===== src/rtl/mem_pkg.sv =====
// Shared definitions for the load/store memory-access stage: op and
// load-extension encodings, access sizes and the sequencer state type.
package mem_pkg;

  localparam logic [3:0] OP_LB  = 4'h0;
  localparam logic [3:0] OP_LH  = 4'h1;
  localparam logic [3:0] OP_LW  = 4'h2;
  localparam logic [3:0] OP_LBU = 4'h4;
  localparam logic [3:0] OP_LHU = 4'h5;
  localparam logic [3:0] OP_SB  = 4'h8;
  localparam logic [3:0] OP_SH  = 4'h9;
  localparam logic [3:0] OP_SW  = 4'hA;

  localparam logic [2:0] LDS_W  = 3'b000;
  localparam logic [2:0] LDS_H  = 3'b001;
  localparam logic [2:0] LDS_B  = 3'b010;
  localparam logic [2:0] LDS_BU = 3'b011;
  localparam logic [2:0] LDS_HU = 3'b100;

  typedef enum logic [1:0] {
    ST_IDLE   = 2'd0,
    ST_ACCESS = 2'd1,
    ST_RESP   = 2'd2
  } state_e;

  typedef enum logic [1:0] {
    SZ_B    = 2'd0,
    SZ_H    = 2'd1,
    SZ_W    = 2'd2,
    SZ_NONE = 2'd3
  } size_e;

  function automatic size_e op_size(input logic [3:0] op);
    size_e r;
    case (op)
      OP_LB, OP_LBU, OP_SB: r = SZ_B;
      OP_LH, OP_LHU, OP_SH: r = SZ_H;
      OP_LW, OP_SW:         r = SZ_W;
      default:              r = SZ_NONE;
    endcase
    return r;
  endfunction

  function automatic logic op_is_store(input logic [3:0] op);
    return op[3];
  endfunction

  function automatic logic op_misaligned(input logic [3:0] op, input logic [1:0] off);
    logic r;
    case (op_size(op))
      SZ_H:    r = off[0];
      SZ_W:    r = (off != 2'b00);
      default: r = 1'b0;
    endcase
    return r;
  endfunction

endpackage


===== src/rtl/lsu_lane_align.sv =====
// Byte-lane steering: store byte enables and data replication, and load
// extraction of the addressed byte/half down to bit 0.
module lsu_lane_align
  import mem_pkg::*;
(
  input  logic [3:0]  i_op,
  input  logic [1:0]  i_offset,
  input  logic [31:0] i_wdata,
  input  logic [31:0] i_rdata,
  output logic [3:0]  o_be,
  output logic [31:0] o_wdata_rep,
  output logic [31:0] o_ld_data,
  output logic [2:0]  o_ld_sel,
  output logic        o_ld_sign
);

  logic [7:0]  w_rd_byte;
  logic [15:0] w_rd_half;

  assign w_rd_byte = 8'(i_rdata >> {i_offset, 3'b000});
  assign w_rd_half = 16'(i_rdata >> {i_offset[1], 4'b0000});

  always_comb begin
    o_be        = 4'b0000;
    o_wdata_rep = 32'h0000_0000;
    o_ld_data   = 32'h0000_0000;
    case (op_size(i_op))
      SZ_B: begin
        o_be        = 4'b0001 << i_offset;
        o_wdata_rep = {4{i_wdata[7:0]}};
        o_ld_data   = {24'h00_0000, w_rd_byte};
      end
      SZ_H: begin
        o_be        = i_offset[1] ? 4'b1100 : 4'b0011;
        o_wdata_rep = {2{i_wdata[15:0]}};
        o_ld_data   = {16'h0000, w_rd_half};
      end
      SZ_W: begin
        o_be        = 4'b1111;
        o_wdata_rep = i_wdata;
        o_ld_data   = i_rdata;
      end
      default: begin
        o_be        = 4'b0000;
        o_wdata_rep = 32'h0000_0000;
        o_ld_data   = 32'h0000_0000;
      end
    endcase
  end

  always_comb begin
    o_ld_sel  = LDS_W;
    o_ld_sign = 1'b0;
    case (i_op)
      OP_LB:   begin o_ld_sel = LDS_B;  o_ld_sign = 1'b1; end
      OP_LBU:  begin o_ld_sel = LDS_BU; o_ld_sign = 1'b0; end
      OP_LH:   begin o_ld_sel = LDS_H;  o_ld_sign = 1'b1; end
      OP_LHU:  begin o_ld_sel = LDS_HU; o_ld_sign = 1'b0; end
      default: begin o_ld_sel = LDS_W;  o_ld_sign = 1'b0; end
    endcase
  end

endmodule


===== src/rtl/mem_access.sv =====
// MEM-stage load/store sequencer: issues one data-memory request per op,
// waits for the ack (with timeout), and returns aligned load data.
module mem_access
  import mem_pkg::*;
#(
  parameter int unsigned MAX_WAIT = 15
) (
  input  logic        clk,
  input  logic        rst_n,
  input  logic        valid_in,
  input  logic [3:0]  op,
  input  logic [31:0] addr,
  input  logic [31:0] wdata,
  output logic        stall,
  output logic        dmem_req,
  output logic        dmem_we,
  output logic [31:0] dmem_addr,
  output logic [3:0]  dmem_be,
  output logic [31:0] dmem_wdata,
  input  logic        dmem_ack,
  input  logic [31:0] dmem_rdata,
  output logic [31:0] ld_data,
  output logic [2:0]  ld_sel,
  output logic        ld_sign,
  output logic        ld_valid,
  output logic        misalign,
  output logic        bus_err,
  output logic [31:0] bad_addr
);

  localparam int unsigned CW = $clog2(MAX_WAIT + 1);
  localparam logic [CW-1:0] WAIT_LAST = CW'(MAX_WAIT - 1);

  state_e        r_state;
  logic [CW-1:0] r_wait;
  logic [3:0]    r_op;
  logic [31:0]   r_addr;

  logic          w_idle;
  logic          w_op_ok;
  logic          w_misal;
  logic          w_accept;
  logic [3:0]    w_al_op;
  logic [1:0]    w_al_off;
  logic [3:0]    w_be;
  logic [31:0]   w_wdata_rep;
  logic [31:0]   w_ld_data;
  logic [2:0]    w_ld_sel;
  logic          w_ld_sign;

  assign w_idle   = (r_state == ST_IDLE);
  assign w_op_ok  = (op_size(op) != SZ_NONE);
  assign w_misal  = op_misaligned(op, addr[1:0]);
  assign w_accept = w_idle & valid_in & w_op_ok & ~w_misal;

  // In IDLE the aligner steers the incoming store; afterwards it extracts the held load.
  assign w_al_op  = w_idle ? op : r_op;
  assign w_al_off = w_idle ? addr[1:0] : r_addr[1:0];

  lsu_lane_align u_lane_align (
    .i_op        (w_al_op),
    .i_offset    (w_al_off),
    .i_wdata     (wdata),
    .i_rdata     (dmem_rdata),
    .o_be        (w_be),
    .o_wdata_rep (w_wdata_rep),
    .o_ld_data   (w_ld_data),
    .o_ld_sel    (w_ld_sel),
    .o_ld_sign   (w_ld_sign)
  );

  assign stall = rst_n & (w_accept | (r_state == ST_ACCESS));

  always_ff @(posedge clk or negedge rst_n) begin
    if (!rst_n) begin
      r_state    <= ST_IDLE;
      r_wait     <= '0;
      r_op       <= 4'h0;
      r_addr     <= 32'h0000_0000;
      dmem_req   <= 1'b0;
      dmem_we    <= 1'b0;
      dmem_addr  <= 32'h0000_0000;
      dmem_be    <= 4'b0000;
      dmem_wdata <= 32'h0000_0000;
      ld_data    <= 32'h0000_0000;
      ld_sel     <= 3'b000;
      ld_sign    <= 1'b0;
      ld_valid   <= 1'b0;
      misalign   <= 1'b0;
      bus_err    <= 1'b0;
      bad_addr   <= 32'h0000_0000;
    end else begin
      misalign <= 1'b0;
      bus_err  <= 1'b0;
      ld_valid <= 1'b0;
      case (r_state)
        ST_IDLE: begin
          if (w_accept) begin
            r_state    <= ST_ACCESS;
            r_wait     <= '0;
            r_op       <= op;
            r_addr     <= addr;
            dmem_req   <= 1'b1;
            dmem_we    <= op_is_store(op);
            dmem_addr  <= {addr[31:2], 2'b00};
            dmem_be    <= w_be;
            dmem_wdata <= w_wdata_rep;
          end else if (valid_in & w_op_ok & w_misal) begin
            misalign <= 1'b1;
            bad_addr <= addr;
          end
        end
        ST_ACCESS: begin
          if (dmem_ack) begin
            r_state  <= ST_RESP;
            dmem_req <= 1'b0;
            dmem_we  <= 1'b0;
            if (!op_is_store(r_op)) begin
              ld_valid <= 1'b1;
              ld_data  <= w_ld_data;
              ld_sel   <= w_ld_sel;
              ld_sign  <= w_ld_sign;
            end
          end else if (r_wait == WAIT_LAST) begin
            r_state  <= ST_IDLE;
            dmem_req <= 1'b0;
            dmem_we  <= 1'b0;
            bus_err  <= 1'b1;
            bad_addr <= r_addr;
          end else begin
            r_wait <= r_wait + CW'(1);
          end
        end
        ST_RESP: r_state <= ST_IDLE;
        default: r_state <= ST_IDLE;
      endcase
    end
  end

endmodule


===== config.mk =====
export PLATFORM = sky130hd
export DESIGN_NAME = mem_access
export DESIGN_NICKNAME = d
export VERILOG_FILES = /design/src/rtl/mem_pkg.sv /design/src/rtl/lsu_lane_align.sv /design/src/rtl/mem_access.sv
export SDC_FILE = /design/constraint.sdc
export NUM_CORES = 1
export LEC_CHECK = 0
export ABC_AREA = 1
export CAP_MARGIN = 10
export CORE_ASPECT_RATIO = 1.4
export CORE_UTILIZATION = 35
export DETAILED_ROUTE_END_ITERATION = 16
export DONT_BUFFER_PORTS = 1
export HOLD_SLACK_MARGIN = 0.12
export PLACE_DENSITY = 0.58
export SLEW_MARGIN = 10
export SYNTH_ARGS = -nofsm -noshare
export SYNTH_HDL_FRONTEND = slang
export SYNTH_SLANG_ARGS = --single-unit

===== constraint.sdc =====
create_clock -name clk -period 3 [get_ports clk]
set_input_delay 0.75 -clock clk [delete_from_list [all_inputs] [get_ports clk]]
set_output_delay 0.75 -clock clk [all_outputs]
set_load 0.02 [all_outputs]

==> results.sh, run 1 <==
export IMPL_drive_gt1_share_pct=7.903
export IMPL_antenna_cells=0
export IMPL_p_sw_share_pct=43.38
export IMPL_firstDrtPassIters=4
export IMPL_power_density_nw_per_um2=1015
export IMPL_root_buffer="clkbuf_16"
export IMPL_yosysWarnings=0
export IMPL_layout_commonest_cell="nand2_1"
export IMPL_synthTopCellsByArea="dfrtp_1, nand2_1, buf_4"
export IMPL_r2r_end="dmem_wdata[28]$_DFFE_PN0P_"
export IMPL_overflow=0
export IMPL_fin_ws_ns=0.3432
export IMPL_ys_ff_latch=151
export IMPL_drt_wl_total_um=21120
export IMPL_mostFrequentLayoutCells="nand2_1, dfrtp_1, inv_1, nor2_1, nand3_1"
export IMPL_synth_edf_count=0
export IMPL_synthArstFlopShare_pct=100.0
export IMPL_setup_viol=0
export IMPL_critPathLaunchType="flop"
export IMPL_netlist_area_leader_share_pct=47.97
export IMPL_wl_per_cell_um=16.45
export IMPL_h_tree_depth=4
export IMPL_final_setup_skew_ns=0.01043
export IMPL_postCtsSetupRepairBufs=0
export IMPL_min_period_ns=2.657
export IMPL_p_leak_uw=0.004278
export IMPL_timing_slew_headroom_pct=56.63
export IMPL_ff2ff_path_depth=9
export IMPL_required_ns=2.25
export IMPL_initial_utilization_pct=35.90
export IMPL_routed_via_density=4.853
export IMPL_final_nets=1085
export IMPL_timing_rr_start="r_state[1]$_DFFE_PN0P_"
export IMPL_core_sq_um=21940
export IMPL_hold_viol=0
export IMPL_fin_area_sq_um=8462
export IMPL_post_place_ws_ns=0.3805
export IMPL_p_int_uw=4865
export IMPL_p_total_uw=8592
export IMPL_clkPwrFrac_pct=25.1
export IMPL_drv_slew=0
export IMPL_tritoncts="built"
export IMPL_area_growth_syn_to_layout_pct=7.435
export IMPL_min_path_type="input port to asynchronous set/reset pin"
export IMPL_status="complete, no violations"
export IMPL_synthFlopType="dfrtp_1"
export IMPL_fmax_ghz=0.3764
export IMPL_post_synth_top_area_cell="dfrtp_1"
export IMPL_crit_start="r_state[1]$_DFFE_PN0P_"
export IMPL_drv_cap=0
export IMPL_clock_path_buffers=2
export IMPL_placed_area_sq_um=7870
export IMPL_finalSetupTns_ns=0
export IMPL_worstSkewPairLatency_ns=0.42
export IMPL_grt_first_pass_wirelength_um=33210
export IMPL_switchingPower_uw=3728
export IMPL_rows=64
export IMPL_die_h_um=179.5
export IMPL_dp_hpwl_um=14950
export IMPL_rrSetupSlack_ns=0.76
export IMPL_crit_type="flop to output pin"
export IMPL_cts_resized=0
export IMPL_io_pins=246
export IMPL_grt_pass1_vias=6170
export IMPL_comb_power_share_pct=23.3
export IMPL_route_detailed_drc=0
export IMPL_path_max_fanout=15
export IMPL_tightest_slew_ns=0.6495
export IMPL_antenna_found_initial=0
export IMPL_cts_sinks=151
export IMPL_endpoint_kind="output pin"
export IMPL_grt_usage_pct=18.72
export IMPL_synth_distinct_cells=35
export IMPL_die_w_um=128.8
export IMPL_gp_congestion=0.8657
export IMPL_numCtsBuffers=17
export IMPL_path_clk_slew_ns=0.07
export IMPL_grt_start_max_net_pins=153
export IMPL_rsz0062_at_grt="false"
export IMPL_detail_route_antenna_nets=0
export IMPL_min_period_over_period_pct=88.56
export IMPL_netlist_instances=1026
export IMPL_syn_area_sq_um=7876
export IMPL_cp_arrival_ns=1.91
export IMPL_syn_avg_cell_area_sq_um=7.677
export IMPL_io_buffers=0
export IMPL_num_vias=6231
export IMPL_dieArea_sq_um=23120
export IMPL_p_seq_share_pct=51.6
export IMPL_peakVddDrop_mv=0.4418
export IMPL_drt_iter0_drc=247
export IMPL_yosysSeqAreaShare_pct=47.97
==> worst max-delay path by stage <==
stage and to:
6_report stall, 5_1_grt stall, 4_1_cts stall, 3_5_place_dp stall
3_3_place_gp stall, 2_1_floorplan stall
==> sequential cells by signal, indices dropped and copies added (netlist names), 3 cells and up <==
register,flops
dmem_wdata,32
r_op,4
ld_data,32
ld_sel,3
bad_addr,32
r_addr,32
dmem_be,4
r_wait,4
==> kinds of logic after synthesis <==
group / synth area share [%]
buffers and inverters: 10.98
AND/OR/NAND/NOR: 27.50
other: 0.04761
adder cells (fa/ha/maj): 0.7943
AO/OA/AOI/OAI: 12.60
XOR/XNOR: 0.1112
flip-flops: 47.97
==> worst max-delay path: stages (launching register included) <==
cell and delay, ns:
dfrtp_1 0.44, nor2_4 0.36, nand2_1 0.09, nor2_1 0.16, nand2_2 0.10, a21boi_0 0.17
buf_4 0.17
==> per-stage QoR <==
stage | utilization [%] | hold WS, ns | instances
finish | 38.57 | 0.02826 | 1284
global route | 38.57 | -0.003870 | 1284
CTS | 38.57 | -0.002823 | 1284
detailed placement | 35.87 | 0.4586 | 1254
global placement | 35.87 | 0.4595 | 1254
floorplan | - | 0.4530 | 1027
==> synth_stat cells (2+ instances only) <==
master	n
buf_2	19
nand3_1	54
nand2_4	2
ha_1	5
buf_6	4
buf_4	44
o211ai_1	2
a21boi_0	2
a21oi_1	20
o21ai_0	53
nor2_2	2
clkbuf_1	13
nand2_1	394
o21ai_1	2
o21a_1	32
o22ai_1	9
nand2_2	8
nand4_1	2
dfrtp_1	151
inv_1	85
inv_2	4
a31oi_1	5
nor2_1	73
a21oi_2	14
buf_1	2
o31ai_1	16
==> power groups by stage <==
stage,registers [uW],clock network (uW),logic (uW)
floorplan,4000,0,2090
global placement,4490,0,1970
detailed placement,4470,0,2030
CTS,4460,2220,2030
global route,4540,2310,2330
finish,4430,2160,2000
==> cell type report <==
class                      instances  area [sq um]
clock buffer                      23         498.0
clock inverter                     7         93.84
fill                            2351         13480
inverter                          90         337.8
multi-input combinational        704          3242
sequential                       151          3779
tap                              297         371.6
timing repair buffer              12         140.1
==> routing by layer <==
metal	GRT usage (%)	vias to the layer above	part of all wire, %
met5	0	-	0
met4	9.459	0	3.6
met3	7.708	36	11
met2	31.09	239	47
met1	20.25	2864	39
li1	-	3092	-
Note: power is estimated with default switching activity, not from simulation.
==> run 2: changes to the inputs <==
==> constraint.sdc (replaced) <==
create_clock -name clk -period 3.05 [get_ports clk]
set_input_delay 0.7625 -clock clk [delete_from_list [all_inputs] [get_ports clk]]
set_output_delay 0.7625 -clock clk [all_outputs]
set_load 0.02 [all_outputs]
==> run 2 against run 1 <==
Effect of this change: clock skew shrank 0.0027 ns; flip-flop and latch count is the same; via count grew 0.27%; register-to-register slack lost 0.03 ns; combinational power shrank 2%; critical path depth is the same; global-route usage grew 0.18 points; clock-buffer cell count shrank 3; non-clock buffer count shrank 1.
==> results.sh, run 2 (synthesized netlist as in run 1, its figures left out) <==
export IMPL_min_path_type="input port to asynchronous set/reset pin"
export IMPL_route_detailed_drc=0
export IMPL_seq_area_sq_um=3779
export IMPL_p_int_uw=4806
export IMPL_worstSkewPairLatency_ns=0.42
export IMPL_grt_usage_pct=18.90
export IMPL_wl_met1_um=8050
export IMPL_timing_rr_start="r_state[1]$_DFFE_PN0P_"
export IMPL_fmax_ghz=0.3704
export IMPL_clkPwrFrac_pct=25.3
export IMPL_die_h_um=179.5
export IMPL_met2_length_um=10180
export IMPL_path_max_fanout=15
export IMPL_detail_route_antenna_nets=0
export IMPL_drive_gt1_share_pct=7.724
export IMPL_tightest_slew_ns=0.6155
export IMPL_min_period_ns=2.700
export IMPL_dp_hpwl_um=15010
export IMPL_firstDrtPassIters=4
export IMPL_fin_area_sq_um=8417
export IMPL_crit_path_max_incr_delay_ns=0.44
export IMPL_stdcell_count=1281
export IMPL_antenna_cells=0
export IMPL_core_sq_um=21940
export IMPL_dieArea_sq_um=23120
export IMPL_drt_wl_total_um=21240
export IMPL_p_sw_share_pct=43.30
export IMPL_mostFrequentLayoutCells="nand2_1, dfrtp_1, inv_1, nor2_1, nand3_1"
export IMPL_antenna_found_initial=0
export IMPL_numCtsBuffers=17
export IMPL_timing_slew_headroom_pct=58.82
export IMPL_dr_max_layer_used="met4"
export IMPL_final_fill_count=2370
export IMPL_cts_resized=0
export IMPL_grt_start_max_net_pins=153
export IMPL_p_seq_share_pct=51.5
export IMPL_slowest_stage="dfrtp_1"
export IMPL_area_growth_syn_to_layout_pct=6.863
export IMPL_crit_type="flop to output pin"
export IMPL_finalSetupTns_ns=0
export IMPL_power_density_nw_per_um2=1007
export IMPL_min_period_over_period_pct=88.52
export IMPL_rrSetupSlack_ns=0.73
export IMPL_gp_congestion=0.8756
export IMPL_hold_viol=0
export IMPL_r2r_end="dmem_wdata[26]$_DFFE_PN0P_"
export IMPL_initial_utilization_pct=35.90
export IMPL_cp_arrival_ns=1.94
export IMPL_switchingPower_uw=3670
export IMPL_grt_first_pass_wirelength_um=33480
export IMPL_root_buffer="clkbuf_16"
export IMPL_num_vias=6248
export IMPL_drt_iter0_drc=252
export IMPL_routed_via_density=4.877
export IMPL_placed_area_sq_um=7825
export IMPL_comb_power_share_pct=23.2
export IMPL_setup_viol=0
export IMPL_crit_buf_inv=1
export IMPL_wl_per_cell_um=16.58
export IMPL_p_leak_uw=0.004266
export IMPL_multi_input_area_sq_um=3242
export IMPL_clock_path_buffers=2
export IMPL_peakVddDrop_mv=0.4807
export IMPL_rsz0062_at_grt="false"
export IMPL_layout_commonest_cell="nand2_1"
export IMPL_endpoint_kind="output pin"
export IMPL_io_buffers=0
export IMPL_status="complete, no violations"
export IMPL_postCtsSetupRepairBufs=0
export IMPL_cts_sinks=151
export IMPL_drv_cap=0
export IMPL_rows=64
export IMPL_required_ns=2.29
export IMPL_critPathLaunchType="flop"
export IMPL_tritoncts="built"
export IMPL_ff2ff_path_depth=9
export IMPL_overflow=0
export IMPL_dp_cells=1253
export IMPL_path_delay_family="simple AND/OR/NAND/NOR gates"
export IMPL_h_tree_depth=4
export IMPL_die_w_um=128.8
export IMPL_final_nets=1084
export IMPL_drv_slew=0
export IMPL_io_pins=246
export IMPL_crit_chain="nor2_4, nand2_1, nor2_1, nand2_2, a21boi_0, buf_4"
export IMPL_final_setup_skew_ns=0.007752
export IMPL_grt_pass1_vias=6088
export IMPL_path_clk_slew_ns=0.06
export IMPL_wl_met3_um=2263
run 2: changes by cell type in the layout (fill, tap and decap cells not counted):
cell,previous run,this run
clkinv_4,1,2
buf_4,8,10
buf_12,4,1
bufinv_16,2,3
clkinvlp_4,2,1
clkbuf_8,5,3
clkbuf_1,1,0
run 2: how the worst max path moves through the flow:
stage | start | endpoint | slack (ns) | cells past startpoint
CTS | r_state[1]$_DFFE_PN0P_ | stall | 0.29 | 6
detailed placement | op[2] | dmem_req$_DFFE_PN0P_ | 0.34 | 11
global route | r_state[1]$_DFFE_PN0P_ | stall | 0.17 | 6
finish | r_state[1]$_DFFE_PN0P_ | stall | 0.35 | 6
floorplan | op[0] | stall | 0.04 | 8
global placement | op[2] | stall | 0.44 | 9
run 2: layout make-up:
| cell class | instances | share of cell area (%) |
|---|---|---|
| clock buffers | 20 | 5.545 |
| well taps | 297 | 4.415 |
| clock inverters | 8 | 1.487 |
| flip-flops and latches | 151 | 44.89 |
| repair buffers | 11 | 1.130 |
| inverters | 90 | 4.014 |
| multi-input cells | 704 | 38.52 |
run 2: worst reg2reg max path, cell delays in order (launching register included):
cell	delay [ns]
dfrtp_1	0.44
nor2_4	0.36
nand2_1	0.12
nand2_1	0.18
nand3_4	0.33
inv_2	0.48
nand2_1	0.13
nand3_1	0.11
nand2_1	0.05
nand2_1	0.07
run 2: routing by layer:
layer / vias to the layer above / track usage (%)
li1: 3083 / -
met2: 234 / 30.68
met5: - / 0
met4: 0 / 9.459
met1: 2894 / 21.13
met3: 37 / 7.738
run 2: stage by stage:
stage          total power (uW)  hold WS (ns)  utilization (%)  setup slack, ns
6_report                   8476       0.03414            38.36           0.3501
3_3_place_gp               6347        0.4720            35.66           0.4363
3_5_place_dp               6391        0.4715            35.66           0.3352
2_1_floorplan              5981        0.4530                -          0.03995
5_1_grt                    9057      0.009695            38.36           0.1658
4_1_cts                    8584      0.009398            38.36           0.2946
run 2: power groups by stage:
stage / Sequential [uW] / Combinational (uW) / Clock [uW]
3_3_place_gp: 4410 / 1940 / 0
4_1_cts: 4380 / 1990 / 2210
3_5_place_dp: 4400 / 1990 / 0
6_report: 4360 / 1960 / 2150
2_1_floorplan: 3930 / 2050 / 0
5_1_grt: 4470 / 2290 / 2290
